===== src/rtl/pulse_receiver.sv =====
// Decodes width-qualified pulses from an asynchronous line into a 3-deep pending-event
// counter, with rejection strobe, wrapping accept counter and sticky overflow flag.
module pulse_receiver #(
    parameter int unsigned MIN_HIGH = 6,
    parameter int unsigned MAX_HIGH = 10,
    parameter int unsigned CNT_W    = 16
) (
    input  logic             clk,
    input  logic             rst,
    input  logic             line_in,
    input  logic             evt_ready,
    input  logic             ovf_clr,
    output logic             evt_valid,
    output logic [1:0]       pend_cnt,
    output logic [CNT_W-1:0] evt_total,
    output logic             err_pulse,
    output logic             ovf
);

    typedef enum logic [1:0] {
        IDLE,
        HIGH,
        STUCK
    } state_t;

    state_t           state_q, state_d;
    logic [3:0]       width_q, width_d;
    logic             sync1_q, sync2_q;
    logic             err_q, err_d;
    logic [1:0]       pend_q, pend_d;
    logic [CNT_W-1:0] total_q, total_d;
    logic             ovf_q, ovf_d;

    logic line_s;
    logic acc;
    logic take;
    logic drop;

    assign line_s = sync2_q;
    assign take   = (pend_q != 2'd0) && evt_ready;

    always_comb begin
        state_d = state_q;
        width_d = width_q;
        err_d   = 1'b0;
        acc     = 1'b0;
        unique case (state_q)
            IDLE: begin
                if (line_s) begin
                    state_d = HIGH;
                    width_d = 4'd1;
                end
            end
            HIGH: begin
                if (line_s) begin
                    if (width_q == 4'(MAX_HIGH)) begin
                        state_d = STUCK;
                        err_d   = 1'b1;
                    end else begin
                        width_d = width_q + 4'd1;
                    end
                end else begin
                    if (width_q >= 4'(MIN_HIGH)) acc = 1'b1;
                    else                         err_d = 1'b1;
                    state_d = IDLE;
                    width_d = 4'd0;
                end
            end
            STUCK: begin
                if (!line_s) begin
                    state_d = IDLE;
                    width_d = 4'd0;
                end
            end
            default: begin
                state_d = IDLE;
                width_d = 4'd0;
            end
        endcase
    end

    always_comb begin
        pend_d  = pend_q;
        drop    = 1'b0;
        total_d = total_q;
        if (acc) total_d = total_q + CNT_W'(1);
        if (acc && !take) begin
            if (pend_q == 2'd3) drop = 1'b1;
            else                pend_d = pend_q + 2'd1;
        end else if (!acc && take) begin
            pend_d = pend_q - 2'd1;
        end
        // A drop in the same cycle as a clear leaves the flag set.
        ovf_d = ovf_q;
        if (ovf_clr) ovf_d = 1'b0;
        if (drop)    ovf_d = 1'b1;
    end

    always_ff @(posedge clk) begin
        if (rst) begin
            sync1_q <= 1'b0;
            sync2_q <= 1'b0;
            state_q <= IDLE;
            width_q <= '0;
            err_q   <= 1'b0;
            pend_q  <= '0;
            total_q <= '0;
            ovf_q   <= 1'b0;
        end else begin
            sync1_q <= line_in;
            sync2_q <= sync1_q;
            state_q <= state_d;
            width_q <= width_d;
            err_q   <= err_d;
            pend_q  <= pend_d;
            total_q <= total_d;
            ovf_q   <= ovf_d;
        end
    end

    assign evt_valid = (pend_q != 2'd0);
    assign pend_cnt  = pend_q;
    assign evt_total = total_q;
    assign err_pulse = err_q;
    assign ovf       = ovf_q;

endmodule


===== config.mk =====
export PLATFORM = sky130hd
export DESIGN_NAME = pulse_receiver
export DESIGN_NICKNAME = d
export VERILOG_FILES = /design/src/rtl/pulse_receiver.sv
export SDC_FILE = /design/constraint.sdc
export NUM_CORES = 1
export LEC_CHECK = 0
export CAP_MARGIN = 20
export CORE_MARGIN = 2
export CORE_UTILIZATION = 40
export CTS_BUF_LIST = sky130_fd_sc_hd__clkbuf_8 sky130_fd_sc_hd__clkbuf_16
export CTS_CLUSTER_DIAMETER = 30
export DETAILED_ROUTE_END_ITERATION = 10
export SLEW_MARGIN = 20
export SYNTH_ARGS = -nofsm -noshare
export SYNTH_HDL_FRONTEND = slang
export SYNTH_SLANG_ARGS = --single-unit

===== constraint.sdc =====
create_clock -name clk -period 2.22 [get_ports clk]
set_input_delay 0.444 -clock clk [delete_from_list [all_inputs] [get_ports clk]]
set_output_delay 0.444 -clock clk [all_outputs]
set_load 0.01 [all_outputs]

### Word-level counts from Yosys, hierarchy flattened

Cells that the tools add are included.

| word-level totals | value |
|---|---|
| register bits after elaboration | 28 |
| logic and storage cells | 59 |

| operators by class | value |
|---|---|
| $add $sub $neg | 4 |
| order comparisons | 1 |
| equal/unequal tests | 9 |
| muxes and demuxes | 23 |
| bitwise logic cells | 1 |
| reductions and logical operators | 13 |

Operators with widths:

| kind | number |
|---|---|
| 16-bit by 1-bit adder with 16-bit output, second input constant | 1 |
| 4-bit two-way mux | 4 |
| 2-bit two-way mux | 7 |
| 4-bit case mux with 3 select lines | 1 |
| 1-bit two-way mux | 10 |
| 2-bit != test, second input constant | 3 |
| 3-bit != test, second input constant | 2 |
| 2-bit case mux with 3 select lines | 1 |
| 3-bit AND reduction | 2 |
| 2-bit nonzero test | 3 |
| 4-bit by 1-bit adder with 4-bit output, second input constant | 1 |
| 2-bit equality test, second input constant | 2 |
| 4-bit equality test, second input constant | 1 |
| 4-bit by 3-bit greater-or-equal comparator with 1-bit output, second input constant | 1 |
| 1-bit logical AND | 3 |
| 2-bit by 1-bit adder with 2-bit output, second input constant | 1 |
| 2-bit by 1-bit equality test with 1-bit output, second input constant | 1 |
| 1-bit zero test | 2 |
| 2-bit zero test | 1 |
| 2-bit AND reduction | 1 |
| 2-bit OR reduction | 1 |
| 2-bit by 1-bit subtractor with 2-bit output, second input constant | 1 |
| 1-bit inverter | 1 |

### Depth between registers and ports, before layout

| logic depth | value |
|---|---|
| depth after elaboration | 8 |
| mapped depth | 7 |

### Worst setup path before layout

No wires, ideal clock.

| timing path | value |
|---|---|
| path kind | reg-to-reg |
| start | register width_q[0] |
| end | register width_q[1] |
| library setup time | 0.071 ns |
| data arrival time | 1.565 ns |
| required time | 2.149 ns |
| slack | 0.585 ns |
| cell stages (with the launch flop) | 7 |
| buffers on the path | 0 |
| period minus slack after synthesis | 1.635 ns |
| cell sequence | dfxtp_1 inv_1 ha_1 and4b_1 a211o_1 a211o_1 a21oi_1 |

| on the way | value |
|---|---|
| longest elaborated chain between the ends | 4 |

RTL lines:

| element | RTL line | text |
|---|---|---|
| start: declaration | 27 | `logic [3:0] width_q, width_d;` |
| start signal: assignment | 113 | `width_q <= width_d;` |
| 4-bit by 1-bit adder with 4-bit output | 60 | `width_d = width_q + 4'd1;` |
| 4-bit two-way mux | 56 | `if (width_q == 4'(MAX_HIGH)) begin` |
| 4-bit two-way mux | 55 | `if (line_s) begin` |
| 4-bit case mux with 3 select lines | 47 | `unique case (state_q)` |

Several ways; a longest one is shown, not always the timed one. The select of a mux whose other input is x is not followed.
A chain may end at the register's enable or synchronous reset.

### Final worst setup path

| timing path | value |
|---|---|
| start | register width_q[1] |
| end | register total_q[14] (netlist: evt_total[14]) |

| on the way | value |
|---|---|
| longest elaborated chain between the ends | 4 |

RTL lines:

| element | RTL line | text |
|---|---|---|
| 4-bit by 3-bit greater-or-equal comparator with 1-bit output | 63 | `if (width_q >= 4'(MIN_HIGH)) acc = 1'b1;` |
| 1-bit two-way mux | 63 |  |
| 1-bit two-way mux | 55 |  |
| 1-bit two-way mux | 47 |  |
| end signal: assignment | 116 | `total_q <= total_d;` |
| end: declaration | 31 | `logic [CNT_W-1:0] total_q, total_d;` |

No other way between the ends.

==> flow_metrics.py <==
metrics = {
    "global_routing": {
        "grt_pass1_wl_um": 4878,
        "antenna_found_initial": 0,
        "grtUsageTotal_pct": 15.07,
        "grt_pass1_vias": 1128,
        "grt_max_degree": 15,
        "grt_overflow": 0,
    },
    "cts": {
        "numCtsBuffers": 3,
        "hold_buffers": 0,
        "clockBufferDepth": 2,
        "clk_latency_ns": 0.26,
        "clk_pin_slew_ns": 0.09,
        "htree_levels": 1,
        "post_cts_buffers": 0,
        "cts-resized-gates": 0,
        "cts-root-buf": "clkbuf_8",
        "cts_tree": "done",
        "numClockSinks": 28,
    },
    "cells_and_area": {
        "finalNetCount": 188,
        "diodes": 0,
        "drive_gt1_share_pct": 6.180,
        "area_delta_synth_final_pct": 24.26,
    },
    "timing": {
        "skew_ns": 0.002265,
        "tightest_slew_ns": 0.4078,
        "final_hold_viol_count": 0,
        "rsz0062_at_grt": "no",
        "slew_viol_final": 0,
        "slew_headroom_pct": 72.73,
        "fin_crit_ns": 1.908,
        "setup_viol": 0,
        "fmax_ghz": 0.5240,
        "post-route-period-util_pct": 85.96,
        "finalSetupTns_ns": 0,
        "hold-worst-slack_ns": 0.4548,
    },
    "floorplan": {
        "start_util_pct": 41.30,
        "core_sq_um": 3284,
        "die_area_sq_um": 3873,
        "die_h_um": 62.23,
        "io_pins": 26,
        "chipWidth_um": 62.23,
        "rows": 21,
    },
    "routing": {
        "wl_per_cell_um": 12.21,
        "antenna_left": 0,
        "wl_um": 2735,
        "drc": 0,
        "drtPass1Iterations": 4,
        "first_iter_violations": 26,
        "via_per_inst": 5.433,
        "vias": 1217,
    },
    "logic_synthesis": {
        "async_flop_share_pct": 0,
        "avgSynthCellArea_sq_um": 8.750,
        "postSynthCellCount": 155,
        "syn_nets": 163,
        "netlist_area_sq_um": 1356,
        "yosys.cell_types.count": 42,
        "synth_top_area_share_pct": 41.33,
        "ys_seq_elements": 28,
        "yosysMostFrequentCell": "dfxtp_1",
        "synth_flop_cell": "dfxtp_1",
        "seq_area_frac_synth_pct": 41.33,
        "synth_area_leader_cell": "dfxtp_1",
        "synth_warnings": 0,
        "ys_top_cells_by_area": "dfxtp_1, a21oi_1, or3_1, o21ai_0, ha_1",
        "synth_edf_count": 0,
        "ys_top_cells_by_count": "dfxtp_1, a21oi_1, or3_1",
    },
    "critical_path": {
        "crit_type": "reg2reg",
        "r2r-start": "width_q[1]",
        "required_ns": 2.42,
        "worstPathMaxFanout": 12,
        "cp-end-kind": "flop",
        "crit_start": "width_q[1]",
        "crit_arrival_ns": 2.11,
        "worst_setup_path_start_kind": "flop",
    },
    "pwr": {
        "ir_worst_vdd_uv": 242.8,
        "p_per_area_nw_per_um2": 477.8,
        "leakage_nw": 0.5268,
    },
    "placement": {
        "numPortBuffers": 25,
        "gp_congestion": 0.7702,
        "dpl.hpwl_um": 2009,
    },
    "hold_path": {
        "hold_start": "sync1_q",
        "hold_path.class": "reg2reg",
    },
    "flow_run": {
        "drv_cap": 0,
    },
    "outcome": {
        "status": "completed",
    },
}
==> per-layer routing <==
layer  wire (um)  global-route usage [%]
met5           0                       0
met2        1242                   25.14
met3         117                   3.442
met1        1354                   19.30
met4          20                   5.000
==> where the power goes <==
group | leakage (nW) | internal [W] | total (W) | switching, W
Combinational | 0.279 | 0.0000164 | 0.0000338 | 0.0000173
Sequential | 0.226 | 0.000505 | 0.000509 | 0.00000427
Clock | 0.0216 | 0.000121 | 0.000262 | 0.000141
==> area by class of cell <==
cell class	count	area, sq um
clock buffer	3	41.29
inverter	5	18.77
fill	301	1599
tap	46	57.56
sequential	28	560.5
timing repair buffer	28	272.8
multi-input combinational	114	734.5
==> worst max-delay path, cell delays in order (launching register included) <==
cell	delay [ns]
dfxtp_1	0.42
ha_1	0.22
o21a_1	0.22
o2111ai_2	0.25
or4_1	0.58
a21oi_1	0.16
==> path summary, 6_finish.rpt <==
kind / to / depth (start not counted) / slack [ns]
max: evt_total[14] / 5 / 0.31
max reg2reg: evt_total[14] / 5 / 0.31
min reg2reg: line_s / 1 / 0.45
min: line_s / 1 / 0.45
==> registers in the layout, summed over array words and instances, names as in the netlist <==
signal / cells
evt_total: 16
width_q: 4
err_pulse: 1
sync1_q: 1
ovf: 1
state_q: 2
pend_cnt: 2
line_s: 1
==> layout by cell type, fill, tap and decap left out, types with 2 or more instances in the layout <==
cell             Yosys  layout
dfxtp_1             28      28
clkdlybuf4s50_1      0      25
a21oi_1             17      17
or3_1               11      11
nand2_1             10      10
o21ai_0             10      10
nor2_1               8       8
nand3_1              7       7
inv_1                5       5
nand4_1              4       4
nand2b_1             3       3
o31ai_1              3       3
or4_1                3       3
ha_1                 3       3
clkbuf_8             0       3
buf_4                0       3
nand4b_1             2       2
o21a_1               2       2
mux2i_1              2       2
a211o_1              2       2
a31oi_1              2       2
and4_1               2       2
o211ai_1             2       2
nor2b_1              2       2
xnor2_1              2       2
==> metrics by stage <==
| step | worst slack [ns] | total power [W] | utilization (%) | instance area, sq um | std cells |
|---|---|---|---|---|---|
| final | 0.3117 | 0.0008053 | 51.31 | 1685 | 224 |
| after global routing | 0.1313 | 0.0008426 | 51.31 | 1685 | 224 |
| after CTS | 0.3137 | 0.0008208 | 51.31 | 1685 | 224 |
| after detailed placement | 0.3284 | 0.0005549 | 50.06 | 1644 | 221 |
| after global placement | 0.4462 | 0.0005536 | 50.06 | 1644 | 221 |
| after floorplan | 0.5849 | 0.0005407 | - | 1356 | 155 |
==> kinds of logic (layout without fill, tap and decap cells) <==
| family | after synthesis | in the layout | synth area share (%) |
|---|---|---|---|
| compound gates | 44 | 44 | 20.11 |
| xor+xnor | 3 | 3 | 1.938 |
| fa+ha+maj | 3 | 3 | 2.768 |
| buf+inv | 13 | 36 | 4.520 |
| flops | 28 | 28 | 41.33 |
| mux | 3 | 3 | 2.306 |
| simple gates | 61 | 61 | 27.03 |
No activity file was read; power rests on OpenSTA's default activity.
